`config.mk`:
```
export PLATFORM = sky130hd
export DESIGN_NAME = pipeline_stall_controller
export DESIGN_NICKNAME = d
export VERILOG_FILES = /design/src/rtl/pipeline_stall_controller.sv
export SDC_FILE = /design/constraint.sdc
export NUM_CORES = 1
export LEC_CHECK = 0
export ABC_AREA = 1
export ABC_CLOCK_PERIOD_IN_PS = 3300
export CAP_MARGIN = 40
export CORE_UTILIZATION = 35
export CTS_CLUSTER_SIZE = 28
export DETAILED_ROUTE_END_ITERATION = 10
export PLACE_DENSITY = 0.65
export RECOVER_POWER = 25
export SLEW_MARGIN = 20
export SYNTH_ARGS = -nofsm -noshare
export SYNTH_HDL_FRONTEND = slang
export SYNTH_SLANG_ARGS = --single-unit
```
`constraint.sdc`:
```
create_clock -name clk_i -period 3.3 [get_ports clk_i]
set_input_delay 0.33 -clock clk_i [delete_from_list [all_inputs] [get_ports clk_i]]
set_output_delay 0.33 -clock clk_i [all_outputs]
set_load 0.005 [all_outputs]
```
`src/rtl/pipeline_stall_controller.sv`:
```
// Stall/flush sequencer for the 5-stage pipeline: merges branch, mul/div and load-use
// hazards into PC / IF/ID / ID/EX / EX/MEM controls and keeps saturating perf counters.
module pipeline_stall_controller #(
  parameter int MULDIV_LAT = 4,
  parameter int CNT_W      = 16
) (
  input  logic             clk_i,
  input  logic             rst_i,
  input  logic             id_ex_memread_i,
  input  logic [4:0]       id_ex_rt_i,
  input  logic [4:0]       if_id_rs_i,
  input  logic [4:0]       if_id_rt_i,
  input  logic             if_id_uses_rt_i,
  input  logic             branch_taken_i,
  input  logic             muldiv_start_i,
  output logic             pc_write_o,
  output logic             if_id_write_o,
  output logic             if_id_flush_o,
  output logic             id_ex_flush_o,
  output logic             ex_hold_o,
  output logic             ex_mem_flush_o,
  output logic [1:0]       state_o,
  output logic [CNT_W-1:0] stall_cnt_o,
  output logic [CNT_W-1:0] flush_cnt_o
);

  typedef enum logic [1:0] {
    RUN     = 2'd0,
    MD_WAIT = 2'd1
  } state_t;

  localparam logic [3:0] MD_LOAD = 4'(MULDIV_LAT - 2);

  state_t     state, state_next;
  logic [3:0] md_cnt, md_cnt_next;
  logic       load_use;
  logic       stall_inc;
  logic       flush_inc;

  assign load_use = id_ex_memread_i && (id_ex_rt_i != 5'd0) &&
                    ((id_ex_rt_i == if_id_rs_i) ||
                     (if_id_uses_rt_i && (id_ex_rt_i == if_id_rt_i)));

  always_ff @(posedge clk_i) begin
    if (rst_i) begin
      state  <= RUN;
      md_cnt <= 4'd0;
    end else begin
      state  <= state_next;
      md_cnt <= md_cnt_next;
    end
  end

  // MD_WAIT holds md_cnt = remaining wait cycles; it exits on its last one so the
  // whole stall (start cycle included) lasts MULDIV_LAT-1 cycles.
  always_comb begin
    pc_write_o     = 1'b1;
    if_id_write_o  = 1'b1;
    if_id_flush_o  = 1'b0;
    id_ex_flush_o  = 1'b0;
    ex_hold_o      = 1'b0;
    ex_mem_flush_o = 1'b0;
    state_next     = RUN;
    md_cnt_next    = 4'd0;
    if (rst_i) begin
      state_next  = RUN;
      md_cnt_next = 4'd0;
    end else if (branch_taken_i) begin
      if_id_flush_o  = 1'b1;
      id_ex_flush_o  = 1'b1;
      ex_mem_flush_o = 1'b1;
    end else if (state == MD_WAIT) begin
      pc_write_o     = 1'b0;
      if_id_write_o  = 1'b0;
      ex_hold_o      = 1'b1;
      ex_mem_flush_o = 1'b1;
      md_cnt_next    = (md_cnt == 4'd0) ? 4'd0 : md_cnt - 4'd1;
      state_next     = (md_cnt <= 4'd1) ? RUN : MD_WAIT;
    end else if (muldiv_start_i) begin
      pc_write_o     = 1'b0;
      if_id_write_o  = 1'b0;
      ex_hold_o      = 1'b1;
      ex_mem_flush_o = 1'b1;
      md_cnt_next    = MD_LOAD;
      state_next     = (MD_LOAD == 4'd0) ? RUN : MD_WAIT;
    end else if (load_use) begin
      pc_write_o    = 1'b0;
      if_id_write_o = 1'b0;
      id_ex_flush_o = 1'b1;
    end
  end

  assign stall_inc = !rst_i && !pc_write_o;
  assign flush_inc = !rst_i && branch_taken_i;

  always_ff @(posedge clk_i) begin
    if (rst_i) begin
      stall_cnt_o <= '0;
      flush_cnt_o <= '0;
    end else begin
      if (stall_inc && (stall_cnt_o != '1)) stall_cnt_o <= stall_cnt_o + CNT_W'(1);
      if (flush_inc && (flush_cnt_o != '1)) flush_cnt_o <= flush_cnt_o + CNT_W'(1);
    end
  end

  assign state_o = state;

endmodule

```
**Yosys cells after proc, flatten, opt, wreduce, memory -nomap -nowiden**

Cells that the tools add are included.

- $lt $le $gt $ge: 1
- $add $sub $neg: 3
- Eq/ne operators: 5
- Multiplexer cells: 24
- Reductions and logical operators: 13

Operator list:

| cell | count |
|---|---|
| adder 16 x 1 -> 16 bit, second input constant | 2 |
| != test 16 bit, second input constant | 2 |
| two-way mux 1 bit | 21 |
| equality test 5 bit | 2 |
| two-way mux 4 bit | 2 |
| logical AND 1 bit | 7 |
| nonzero test 5 bit | 1 |
| less-or-equal comparator 4 x 1 -> 1 bit, second input constant | 1 |
| logical NOT 4 bit | 1 |
| subtractor 4 x 1 -> 4 bit, second input constant | 1 |
| equality test 2 x 1 -> 1 bit, second input constant | 1 |
| logical NOT 1 bit | 2 |
| two-way mux 2 bit | 1 |
| OR reduction 2 bit | 1 |
| logical OR 1 bit | 1 |

- Flip-flop bits (word level): 38
- Output and inout bits: 40
- Word-level logic and storage cells: 50
- Input bits: 21

**Longest topological paths before layout**

Gate-level depths: netlist of run 1.

- Word-level depth: 12
- Gate-level depth with buffers: 12
- Gate-level depth less buffers: 11

**Worst setup path before layout of run 1**

No wires, ideal clock.

- Kind: register to output
- Start point: register state[0] (netlist: state_o[0])
- End point: output pc_write_o
- Path buffers: 2
- Data required time: 2.970 ns
- Arrival time: 1.329 ns
- Slack: 1.641 ns
- Cell stages (with the launch flop): 8
- Cell sequence: dfxtp_1 -> nor2_1 -> nor3_1 -> inv_2 -> nand2_4 -> buf_2 -> inv_1 -> buf_4

- Word-level cells in the longest chain between the ends: 4

Ends and longest elaborated chain:

| what | RTL line | source |
|---|---|---|
| start, declared | 34 | `state_t state, state_next;` |
| start signal, assigned | 49 | `state <= state_next;` |
| equality test 2 x 1 -> 1 bit | 72 | `end else if (state == MD_WAIT) begin` |
| two-way mux 1 bit (3 in series) | n/a |  |
| end, declared | 16 | `output logic pc_write_o,` |

Every way passes these cells.

**Worst setup path in the final report of run 1**

- Start point: input rst_i
- End point: output pc_write_o

- Word-level cells in the longest chain between the ends: 1

Ends and longest elaborated chain:

| what | RTL line | source |
|---|---|---|
| start, declared | 8 | `input logic rst_i,` |
| two-way mux 1 bit | 65 | `if (rst_i) begin` |

Every way passes these cells.

==> results of run 1 <==
[final timing paths]
path / slack [ns] / from / end / cells after the start
setup reg to reg: 1.24 / stall_cnt_o[0] / stall_cnt_o[15] / 9
hold / removal: 0.45 / md_cnt[0] / md_cnt[0] / 1
setup / recovery: 0.63 / rst_i / pc_write_o / 6
hold reg to reg: 0.45 / md_cnt[0] / md_cnt[0] / 1
[registers in the layout, summed over array words and instances, names as in the netlist]
register     flops
md_cnt           4
flush_cnt_o     16
state_o          1
stall_cnt_o     16
[where the power goes]
group,leakage (nW),switching [mW],total (mW),internal (mW)
Clock,0.0395,0.157,0.307,0.150
Combinational,0.907,0.0516,0.101,0.0493
Sequential,0.299,0.00614,0.457,0.451
[area by class of cell]
class	count	area, sq um
Multi-Input combinational cell	260	1320
Tap cell	75	93.8
Fill cell	619	3110
Timing Repair Buffer	60	598
Sequential cell	37	741
Inverter	41	154
Clock buffer	8	80.1
[per-stage QoR]
stage	area, sq um	util, %
2_1_floorplan	2270	-
3_3_place_gp	2910	47.7
3_5_place_dp	2910	47.7
4_1_cts	2990	49.0
5_1_grt	2990	49.0
6_report	2990	49.0
[cells by family after synthesis]
group,Yosys count
buffers and inverters,50
xor gates and xnor gates,21
other,1
DFF,37
AOI/OAI and AO/OA,42
and+or+nand+nor,194
adders and majority gates,2
[per-layer routing]
layer	track usage, %	vias up
met1	23.8	1015
li1	-	1222
met2	29.4	47
met3	3.19	9
met4	6.14	0
met5	0	-
[synthesized netlist by cell type, drive strengths merged]
cell type    n
o21ai        7
ha           2
nand3       34
a21oi       32
xnor2       10
a31oi        2
clkbuf       2
nand2      104
inv         41
nor3b        1
nor4         2
nor3         7
buf          7
or2          1
nor2        37
conb         1
xor2        11
o21bai       1
dfxtp       37
nand4        7
nand3b       1
==> flow_results.xml, run 1 <==
<?xml version="1.0" encoding="UTF-8"?>
<metrics>
  <group name="synthesis">
    <metric name="post_synth_inst_count" unit="">347</metric>
    <metric name="synth.net_count" unit="">370</metric>
    <metric name="synth-compound-area-share" unit="%">11.2</metric>
    <metric name="yosys.area_share.simple" unit="%">37.7</metric>
    <metric name="postSynthAreaPerCell" unit="sq um">6.53</metric>
    <metric name="post-synth-top-area-cell" unit="">dfxtp_1</metric>
    <metric name="synth-adder-area-share" unit="%">1.10</metric>
    <metric name="synthXorXnorAreaFrac" unit="%">8.12</metric>
    <metric name="muxShareOfSynthArea" unit="%">0</metric>
    <metric name="yosys_register_bits" unit="">37</metric>
    <metric name="seq_area_frac_synth" unit="%">32.7</metric>
    <metric name="synth.distinct_cells" unit="">32</metric>
    <metric name="yosysWarningCount" unit="">0</metric>
    <metric name="synth_top_area_cells" unit="">dfxtp_1, nand2_1, nand3_1, nor2_1, inv_1</metric>
    <metric name="yosys.area.top_type_share" unit="%">32.7</metric>
    <metric name="syn_std_cell_area" unit="sq um">2270</metric>
    <metric name="synth_top_family_by_area" unit="">simple AND/OR/NAND/NOR gates</metric>
  </group>
  <group name="final_layout">
    <metric name="area_growth" unit="%">31.8</metric>
    <metric name="layout-drive-gt1-share" unit="%">7.64</metric>
    <metric name="final_net_count" unit="">428</metric>
    <metric name="n_antenna_cell" unit="">0</metric>
    <metric name="final_common_cell" unit="">nand2_1</metric>
    <metric name="layout_common_cells" unit="">nand2_1, clkdlybuf4s50_1, dfxtp_1, nor2_1</metric>
    <metric name="final_cells" unit="">481</metric>
  </group>
  <group name="routing">
    <metric name="wirelength_met1" unit="mm">2.70</metric>
    <metric name="via_count" unit="">2293</metric>
    <metric name="top_layer" unit="">met4</metric>
    <metric name="dr_wl_met3" unit="um">199</metric>
    <metric name="final_antenna_net_count" unit="">0</metric>
    <metric name="totalWireLength" unit="mm">5.48</metric>
    <metric name="detail_route.iter0.violations" unit="">146</metric>
    <metric name="dr.pass1.iters" unit="">4</metric>
    <metric name="drc" unit="">0</metric>
    <metric name="wl_per_cell" unit="um">11.4</metric>
    <metric name="met2_wirelength" unit="mm">2.50</metric>
    <metric name="vias_cell" unit="">4.77</metric>
  </group>
  <group name="critical_path">
    <metric name="crit_path_top_delay_cell" unit="">dlygate4sd3_1</metric>
    <metric name="critical_path_peak_fanout" unit="">18</metric>
    <metric name="worst_setup_path_start_kind" unit="">input port</metric>
    <metric name="crit_path_end_kind" unit="">primary output</metric>
    <metric name="critical_path_arrival" unit="ns">2.34</metric>
    <metric name="worstSetupPathType" unit="">in2out</metric>
    <metric name="worst_path_largest_cell_delay" unit="ns">0.73</metric>
    <metric name="crit_buf_inv" unit="">4</metric>
    <metric name="timing.critical_path.max_delay_family" unit="">buffers and inverters</metric>
    <metric name="critPathRequiredTime" unit="ns">2.97</metric>
    <metric name="critical_path.cell_chain" unit="">dlygate4sd3_1 -&gt; nor3_1 -&gt; clkinv_1 -&gt; nand2_4 -&gt; inv_1 -&gt; clkdlybuf4s50_1</metric>
  </group>
  <group name="run_status">
    <metric name="run_status" unit="">finished, final reports clean</metric>
  </group>
  <group name="sta">
    <metric name="share_of_the_clock_period_used_by_the_worst_path" unit="%">80.8</metric>
    <metric name="rsz_0062_raised_after_global_routing" unit="">false</metric>
    <metric name="hold_slack" unit="ns">0.453</metric>
    <metric name="report.final.slew_viol_count" unit="">0</metric>
    <metric name="post-route-worst-setup-slack" unit="ns">0.634</metric>
    <metric name="setup_viol" unit="">0</metric>
    <metric name="report.final.hold_viol_count" unit="">0</metric>
    <metric name="finalWorstPathRequiredPeriod" unit="ns">2.67</metric>
    <metric name="max_slew.worst_pin.slew" unit="ns">0.515</metric>
    <metric name="slew-limit-headroom" unit="%">65.6</metric>
    <metric name="max_clock_freq" unit="MHz">375</metric>
    <metric name="clock-skew-final" unit="ns">0.00929</metric>
    <metric name="fin_tns_setup" unit="ns">0</metric>
  </group>
  <group name="die">
    <metric name="initial_standard_cell_utilization_of_the_core" unit="%">37.2</metric>
    <metric name="rows" unit="">28</metric>
    <metric name="die_x" unit="um">82.5</metric>
    <metric name="core" unit="sq um">6100</metric>
    <metric name="fp.dieArea" unit="sq um">6800</metric>
    <metric name="io-pin-count" unit="">61</metric>
    <metric name="die_height" unit="um">82.5</metric>
  </group>
  <group name="placement">
    <metric name="dp_hpwl" unit="mm">4.03</metric>
    <metric name="io_buffers" unit="">59</metric>
    <metric name="place.gp.congestion" unit="">0.852</metric>
    <metric name="dp_slack" unit="ns">0.729</metric>
    <metric name="cells_after_dpl" unit="">473</metric>
  </group>
  <group name="clock_tree">
    <metric name="cts.reportedPaths.clkPinSlew" unit="ns">0.06</metric>
    <metric name="cts_made_buffers" unit="">5</metric>
    <metric name="number_of_hold_buffers_added_after_cts" unit="">0</metric>
    <metric name="ctsResizeCount" unit="">0</metric>
    <metric name="largest_buffer_count_on_any_clock_path" unit="">2</metric>
    <metric name="htree_num_levels" unit="">2</metric>
    <metric name="postCtsSetupBuffers" unit="">0</metric>
    <metric name="clk-insertion-delay-late" unit="ns">0.29</metric>
    <metric name="cts-root-buf" unit="">clkbuf_8</metric>
    <metric name="cts.sinks" unit="">37</metric>
    <metric name="cts_tree" unit="">yes</metric>
  </group>
  <group name="pwr">
    <metric name="irDropWorstVdd" unit="mV">0.167</metric>
    <metric name="pwr_density_cell" unit="nW/um^2">290</metric>
    <metric name="cellLeakagePower" unit="nW">1.25</metric>
    <metric name="totalPowerFinal" unit="uW">865</metric>
  </group>
  <group name="global_routing">
    <metric name="total_track_usage" unit="%">18.0</metric>
    <metric name="number_of_global_route_vias_before_repair" unit="">2098</metric>
    <metric name="grt_start_max_net_pins" unit="">19</metric>
    <metric name="grt_first_pass_wirelength" unit="mm">9.48</metric>
    <metric name="grt.overflow.total" unit="">0</metric>
    <metric name="antenna_found_initial" unit="">0</metric>
  </group>
  <group name="worst_hold_path">
    <metric name="min-delay-path-class" unit="">reg2reg</metric>
  </group>
  <group name="flow_run">
    <metric name="cap_viol_max_count" unit="">0</metric>
  </group>
</metrics>
Note: power is estimated with default switching activity, not from simulation.
==> inputs of run 2 (changes only) <==
Settings changed: ABC_CLOCK_PERIOD_IN_PS 3300 to 2550.
Clock period 3.3 ns to 2.55 ns, I/O delays scaled along.
==> flow_results.xml, run 2 (synthesis gave the netlist of run 1 again) <==
<?xml version="1.0" encoding="UTF-8"?>
<metrics>
  <group name="run_status">
    <metric name="run_status" unit="">finished, final reports clean</metric>
  </group>
  <group name="pwr">
    <metric name="totalPowerFinal" unit="mW">1.19</metric>
    <metric name="switching_power_of_the_nets" unit="uW">292</metric>
    <metric name="pwr_density_cell" unit="nW/um^2">391</metric>
    <metric name="internal-power" unit="uW">894</metric>
    <metric name="p_clk_share" unit="%">38.8</metric>
    <metric name="seq_power_share" unit="%">49.8</metric>
    <metric name="power_frac_comb" unit="%">11.4</metric>
    <metric name="cellLeakagePower" unit="nW">1.27</metric>
    <metric name="irDropWorstVdd" unit="mV">0.220</metric>
    <metric name="swShare" unit="%">24.6</metric>
  </group>
  <group name="clock_tree">
    <metric name="cts.reportedPaths.clkPinSlew" unit="ns">0.07</metric>
    <metric name="cts_made_buffers" unit="">5</metric>
    <metric name="largest_buffer_count_on_any_clock_path" unit="">2</metric>
    <metric name="cts_tree" unit="">yes</metric>
    <metric name="cts.sinks" unit="">37</metric>
    <metric name="ctsResizeCount" unit="">0</metric>
    <metric name="postCtsSetupBuffers" unit="">0</metric>
    <metric name="clk-insertion-delay-late" unit="ns">0.29</metric>
    <metric name="htree_num_levels" unit="">2</metric>
    <metric name="cts-root-buf" unit="">clkbuf_8</metric>
    <metric name="number_of_hold_buffers_added_after_cts" unit="">0</metric>
  </group>
  <group name="final_layout">
    <metric name="area_growth" unit="%">33.7</metric>
    <metric name="layout-drive-gt1-share" unit="%">9.05</metric>
    <metric name="final_net_count" unit="">431</metric>
    <metric name="final_common_cell" unit="">nand2_1</metric>
    <metric name="layout_common_cells" unit="">nand2_1, clkdlybuf4s50_1, dfxtp_1, nor2_1</metric>
    <metric name="n_antenna_cell" unit="">0</metric>
    <metric name="biggestRegsByFlops" unit="">flush_cnt_o x16, stall_cnt_o x16, md_cnt x4</metric>
  </group>
  <group name="critical_path">
    <metric name="worstSetupPathType" unit="">in2out</metric>
    <metric name="worst_setup_path_start_kind" unit="">input port</metric>
    <metric name="critical_path_peak_fanout" unit="">7</metric>
    <metric name="critical_path.cell_chain" unit="">dlygate4sd3_1 -&gt; nor3_1 -&gt; clkinv_1 -&gt; nand2_4 -&gt; inv_1 -&gt; clkdlybuf4s50_1</metric>
    <metric name="crit_path_end_kind" unit="">primary output</metric>
    <metric name="critPathRequiredTime" unit="ns">2.30</metric>
    <metric name="critical_path_arrival" unit="ns">1.95</metric>
    <metric name="reg2reg_from" unit="">stall_cnt_o[0]</metric>
    <metric name="reg2regPathDepth" unit="">9</metric>
    <metric name="critPathLaunch" unit="">rst_i</metric>
    <metric name="critical_path.reg2reg.endpoint" unit="">stall_cnt_o[2]</metric>
    <metric name="timing.reg2reg.setup_slack" unit="ns">0.49</metric>
    <metric name="worst_path_largest_cell_delay" unit="ns">0.63</metric>
    <metric name="crit_path_top_delay_cell" unit="">dlygate4sd3_1</metric>
  </group>
  <group name="routing">
    <metric name="detail_route.iter0.violations" unit="">80</metric>
    <metric name="totalWireLength" unit="mm">5.55</metric>
    <metric name="final_antenna_net_count" unit="">0</metric>
    <metric name="wirelength_met1" unit="mm">2.61</metric>
    <metric name="via_count" unit="">2329</metric>
    <metric name="met2_wirelength" unit="mm">2.62</metric>
    <metric name="drc" unit="">0</metric>
    <metric name="dr_wl_met3" unit="um">210</metric>
    <metric name="top_layer" unit="">met4</metric>
    <metric name="dr.pass1.iters" unit="">4</metric>
    <metric name="vias_cell" unit="">4.81</metric>
    <metric name="wl_per_cell" unit="um">11.5</metric>
  </group>
  <group name="die">
    <metric name="io-pin-count" unit="">61</metric>
    <metric name="die_x" unit="um">82.5</metric>
    <metric name="core" unit="sq um">6100</metric>
    <metric name="die_height" unit="um">82.5</metric>
    <metric name="initial_standard_cell_utilization_of_the_core" unit="%">37.2</metric>
    <metric name="fp.dieArea" unit="sq um">6800</metric>
    <metric name="rows" unit="">28</metric>
  </group>
  <group name="global_routing">
    <metric name="grt_first_pass_wirelength" unit="mm">9.44</metric>
    <metric name="grt.overflow.total" unit="">0</metric>
    <metric name="antenna_found_initial" unit="">0</metric>
    <metric name="total_track_usage" unit="%">18.0</metric>
    <metric name="grt_start_max_net_pins" unit="">18</metric>
    <metric name="number_of_global_route_vias_before_repair" unit="">2156</metric>
  </group>
  <group name="sta">
    <metric name="hold_slack" unit="ns">0.437</metric>
    <metric name="finalWorstPathRequiredPeriod" unit="ns">2.21</metric>
    <metric name="report.final.slew_viol_count" unit="">0</metric>
    <metric name="fin_tns_setup" unit="ns">0</metric>
    <metric name="report.final.hold_viol_count" unit="">0</metric>
    <metric name="setup_viol" unit="">0</metric>
    <metric name="share_of_the_clock_period_used_by_the_worst_path" unit="%">86.5</metric>
    <metric name="post-route-worst-setup-slack" unit="ns">0.344</metric>
    <metric name="clock-skew-final" unit="ns">0.00729</metric>
    <metric name="max_clock_freq" unit="MHz">453</metric>
    <metric name="rsz_0062_raised_after_global_routing" unit="">false</metric>
  </group>
  <group name="placement">
    <metric name="io_buffers" unit="">59</metric>
    <metric name="dp_hpwl" unit="mm">4.14</metric>
    <metric name="place.gp.congestion" unit="">0.899</metric>
    <metric name="dp_slack" unit="ns">0.377</metric>
  </group>
  <group name="worst_hold_path">
    <metric name="holdPathStages" unit="">1</metric>
    <metric name="worst_min_delay_path_startpoint" unit="">md_cnt[0]</metric>
    <metric name="min-delay-path-class" unit="">reg2reg</metric>
    <metric name="hold_path_sink" unit="">md_cnt[0]</metric>
  </group>
  <group name="flow_run">
    <metric name="cap_viol_max_count" unit="">0</metric>
  </group>
</metrics>
[run 2: cell count changes in the layout (fill, tap and decap cells not counted)]
cell,before,now
buf_4,1,4
clkbuf_1,3,0
clkbuf_8,5,7
clkinv_2,0,1
[run 2: per-stage QoR]
stage / cell area, sq um / instances / util [%]
after floorplan: 2270 / 347 / -
after global placement: 2930 / 476 / 48.0
after detailed placement: 2930 / 476 / 48.0
after CTS: 3030 / 484 / 49.7
after global routing: 3030 / 484 / 49.7
final: 3030 / 484 / 49.7
[run 2: worst max-delay path by stage]
stage,to,slack (ns),depth (start not counted)
2_1_floorplan,stall_cnt_o[15],0.90,9
3_3_place_gp,pc_write_o,0.39,11
3_5_place_dp,pc_write_o,0.38,11
4_1_cts,pc_write_o,0.38,11
5_1_grt,if_id_write_o,0.21,6
6_report,pc_write_o,0.34,6
[run 2: metal layers]
layer / global-route usage [%] / up-vias
li1: - / 1227
met1: 21.6 / 1048
met2: 30.6 / 43
met3: 3.52 / 11
met4: 8.95 / 0
met5: 0 / -
[run 2: power by group through the flow]
stage	sequential (mW)	combinational, mW	clock (mW)
final	0.591	0.135	0.460
after global routing	0.592	0.150	0.497
after CTS	0.591	0.138	0.473
after detailed placement	0.604	0.138	0
after global placement	0.604	0.136	0
after floorplan	0.603	0.0670	0
[run 2: worst max-delay path: cells and delay by family]
family | cells | cell delay (ns)
buf+inv | 4 | 1.31
simple gates | 2 | 0.38
[run 2: area by class of cell]
type                            instances  area, sq um
Fill cell                             628         3070
Clock inverter                          1         5.00
Sequential cell                        37          741
Timing Repair Buffer                   63          621
Clock buffer                            7         96.3
Tap cell                               75         93.8
Multi-Input combinational cell        260         1320
Inverter                               41          154
==> inputs of run 3 (changes only) <==
Settings changed: CELL_PAD_IN_SITES_DETAIL_PLACEMENT from default to 1, CELL_PAD_IN_SITES_GLOBAL_PLACEMENT from default to 1, CORE_UTILIZATION 35 to 33, PLACE_DENSITY 0.65 to 0.83, SKIP_CTS_REPAIR_TIMING from default to 1.
==> flow_results.xml, run 3 (synthesis gave the netlist of run 1 again) <==
<?xml version="1.0" encoding="UTF-8"?>
<metrics>
  <group name="run_status">
    <metric name="run_status" unit="">complete, but fails checks</metric>
    <metric name="failed_checks" unit="">DRC</metric>
  </group>
  <group name="sta">
    <metric name="report.final.slew_viol_count" unit="">0</metric>
    <metric name="clock-skew-final" unit="ns">0.00418</metric>
    <metric name="max_clock_freq" unit="MHz">442</metric>
    <metric name="share_of_the_clock_period_used_by_the_worst_path" unit="%">88.7</metric>
    <metric name="rsz_0062_raised_after_global_routing" unit="">false</metric>
    <metric name="finalWorstPathRequiredPeriod" unit="ns">2.26</metric>
    <metric name="report.final.hold_viol_count" unit="">0</metric>
    <metric name="setup_viol" unit="">0</metric>
    <metric name="fin_tns_setup" unit="ns">0</metric>
  </group>
  <group name="placement">
    <metric name="io_buffers" unit="">59</metric>
    <metric name="dp_hpwl" unit="mm">4.93</metric>
    <metric name="dpl-instance-area" unit="sq um">2930</metric>
    <metric name="place.gp.congestion" unit="">0.795</metric>
  </group>
  <group name="die">
    <metric name="initial_standard_cell_utilization_of_the_core" unit="%">34.9</metric>
    <metric name="io-pin-count" unit="">61</metric>
    <metric name="die_x" unit="um">84.9</metric>
    <metric name="core" unit="sq um">6490</metric>
    <metric name="fp.dieArea" unit="sq um">7200</metric>
    <metric name="die_height" unit="um">84.9</metric>
    <metric name="rows" unit="">29</metric>
  </group>
  <group name="flow_run">
    <metric name="cap_viol_max_count" unit="">0</metric>
  </group>
  <group name="clock_tree">
    <metric name="cts.sinks" unit="">37</metric>
    <metric name="cts_made_buffers" unit="">5</metric>
    <metric name="cts-root-buf" unit="">clkbuf_8</metric>
    <metric name="cts_tree" unit="">yes</metric>
    <metric name="clk-insertion-delay-late" unit="ns">0.29</metric>
    <metric name="htree_num_levels" unit="">2</metric>
    <metric name="largest_buffer_count_on_any_clock_path" unit="">2</metric>
    <metric name="cts.reportedPaths.clkPinSlew" unit="ns">0.07</metric>
  </group>
  <group name="routing">
    <metric name="totalWireLength" unit="mm">6.34</metric>
    <metric name="final_antenna_net_count" unit="">0</metric>
    <metric name="wl_per_cell" unit="um">13.0</metric>
    <metric name="dr.pass1.iters" unit="">10</metric>
    <metric name="detail_route.iter0.violations" unit="">67</metric>
    <metric name="drc" unit="">5</metric>
    <metric name="vias_cell" unit="">4.95</metric>
    <metric name="via_count" unit="">2408</metric>
  </group>
  <group name="critical_path">
    <metric name="timing.critical_path.max_delay_family" unit="">buffers and inverters</metric>
    <metric name="worstSetupPathType" unit="">in2out</metric>
    <metric name="critical_path_peak_fanout" unit="">7</metric>
    <metric name="crit_buf_inv" unit="">4</metric>
    <metric name="critical_path.reg2reg.endpoint" unit="">stall_cnt_o[4]</metric>
    <metric name="critical_path.cell_chain" unit="">dlygate4sd3_1 -&gt; nor3_1 -&gt; clkinv_1 -&gt; nand2_4 -&gt; inv_1 -&gt; clkdlybuf4s50_1</metric>
    <metric name="reg2reg_from" unit="">stall_cnt_o[0]</metric>
    <metric name="crit_path_end_kind" unit="">primary output</metric>
    <metric name="timing.reg2reg.setup_slack" unit="ns">0.50</metric>
    <metric name="critical_path_arrival" unit="ns">2.01</metric>
    <metric name="crit_path_top_delay_cell" unit="">dlygate4sd3_1</metric>
    <metric name="worst_path_largest_cell_delay" unit="ns">0.64</metric>
    <metric name="reg2regPathDepth" unit="">9</metric>
    <metric name="critPathRequiredTime" unit="ns">2.30</metric>
    <metric name="worst_setup_path_start_kind" unit="">input port</metric>
  </group>
  <group name="global_routing">
    <metric name="number_of_global_route_vias_before_repair" unit="">2388</metric>
    <metric name="total_track_usage" unit="%">18.9</metric>
    <metric name="grt_start_max_net_pins" unit="">18</metric>
    <metric name="grt.overflow.total" unit="">0</metric>
    <metric name="antenna_found_initial" unit="">0</metric>
    <metric name="grt_first_pass_wirelength" unit="mm">11.0</metric>
  </group>
  <group name="pwr">
    <metric name="cellLeakagePower" unit="nW">1.26</metric>
    <metric name="irDropWorstVdd" unit="mV">0.272</metric>
    <metric name="pwr_density_cell" unit="nW/um^2">374</metric>
  </group>
  <group name="final_layout">
    <metric name="register_area" unit="sq um">741</metric>
    <metric name="layout_common_cells" unit="">nand2_1, clkdlybuf4s50_1, dfxtp_1, nor2_1</metric>
    <metric name="final_common_cell" unit="">nand2_1</metric>
    <metric name="n_antenna_cell" unit="">0</metric>
    <metric name="biggestRegsByFlops" unit="">flush_cnt_o x16, stall_cnt_o x16, md_cnt x4</metric>
    <metric name="total_of_fill_cells_in_the_finished_design" unit="">858</metric>
    <metric name="layout-drive-gt1-share" unit="%">8.31</metric>
    <metric name="finalCoreUtilization" unit="%">46.3</metric>
    <metric name="final_cell_area" unit="sq um">3010</metric>
    <metric name="multiInputGateArea" unit="sq um">1320</metric>
    <metric name="area_growth" unit="%">32.9</metric>
    <metric name="final_net_count" unit="">431</metric>
  </group>
  <group name="worst_hold_path">
    <metric name="holdPathStages" unit="">1</metric>
    <metric name="min-delay-path-class" unit="">reg2reg</metric>
    <metric name="hold_path_sink" unit="">md_cnt[0]</metric>
    <metric name="worst_min_delay_path_startpoint" unit="">md_cnt[0]</metric>
  </group>
</metrics>
-- run 3: changes by cell type in the layout (fill, tap and decap cells not counted), sizes merged --
cell / delta
clkbuf: +1
clkinv: -1
-- run 3: how the worst max path moves through the flow --
stage / start / end / slack, ns / cells past startpoint
final: rst_i / if_id_write_o / 0.29 / 6
after global routing: rst_i / if_id_write_o / 0.16 / 6
after CTS: id_ex_rt_i[4] / if_id_write_o / 0.30 / 11
after detailed placement: id_ex_rt_i[4] / if_id_write_o / 0.30 / 11
after global placement: id_ex_rt_i[4] / pc_write_o / 0.33 / 11
after floorplan: stall_cnt_o[0] / stall_cnt_o[15] / 0.90 / 9
-- run 3: stage by stage --
step / worst slack [ns] / hold slack [ns] / cells / total power [mW]
floorplan: 0.898 / 0.413 / 347 / 0.670
global placement: 0.334 / 0.427 / 478 / 0.741
detailed placement: 0.303 / 0.435 / 478 / 0.745
CTS: 0.301 / 0.449 / 486 / 1.15
global route: 0.155 / 0.482 / 486 / 1.18
finish: 0.287 / 0.443 / 486 / 1.13
-- run 3: routing by layer --
layer / global-route usage [%] / wire length, um
met5: 0 / 0
met4: 5.86 / 60
met3: 3.11 / 160
met2: 34.5 / 3180
met1: 22.8 / 2940
-- run 3: report_power, final --
group / total, mW / internal, mW / switching (mW) / leakage (nW)
clock: 0.397 / 0.194 / 0.203 / 0.0395
sequential: 0.591 / 0.583 / 0.00779 / 0.299
combinational: 0.137 / 0.0664 / 0.0708 / 0.919
total: 1.13 / 0.844 / 0.281 / 1.26
-- run 3: layout make-up --
| cell class | instances | area share, % |
|---|---|---|
| sequential | 37 | 24.6 |
| multi-input combinational | 260 | 43.8 |
| timing repair buffer | 63 | 20.6 |
| tap | 77 | 3.20 |
| clock buffer | 8 | 2.66 |
| inverter | 41 | 5.11 |
-- run 3: worst register-to-register path: cells and delay by family, from the launching register on --
kind	cells	cell delay [ns]
AND/OR/NAND/NOR	6	1.07
flip-flops	1	0.46
adder cells (fa/ha/maj)	1	0.23
AO/OA/AOI/OAI	1	0.12
buffers and inverters	1	0.11
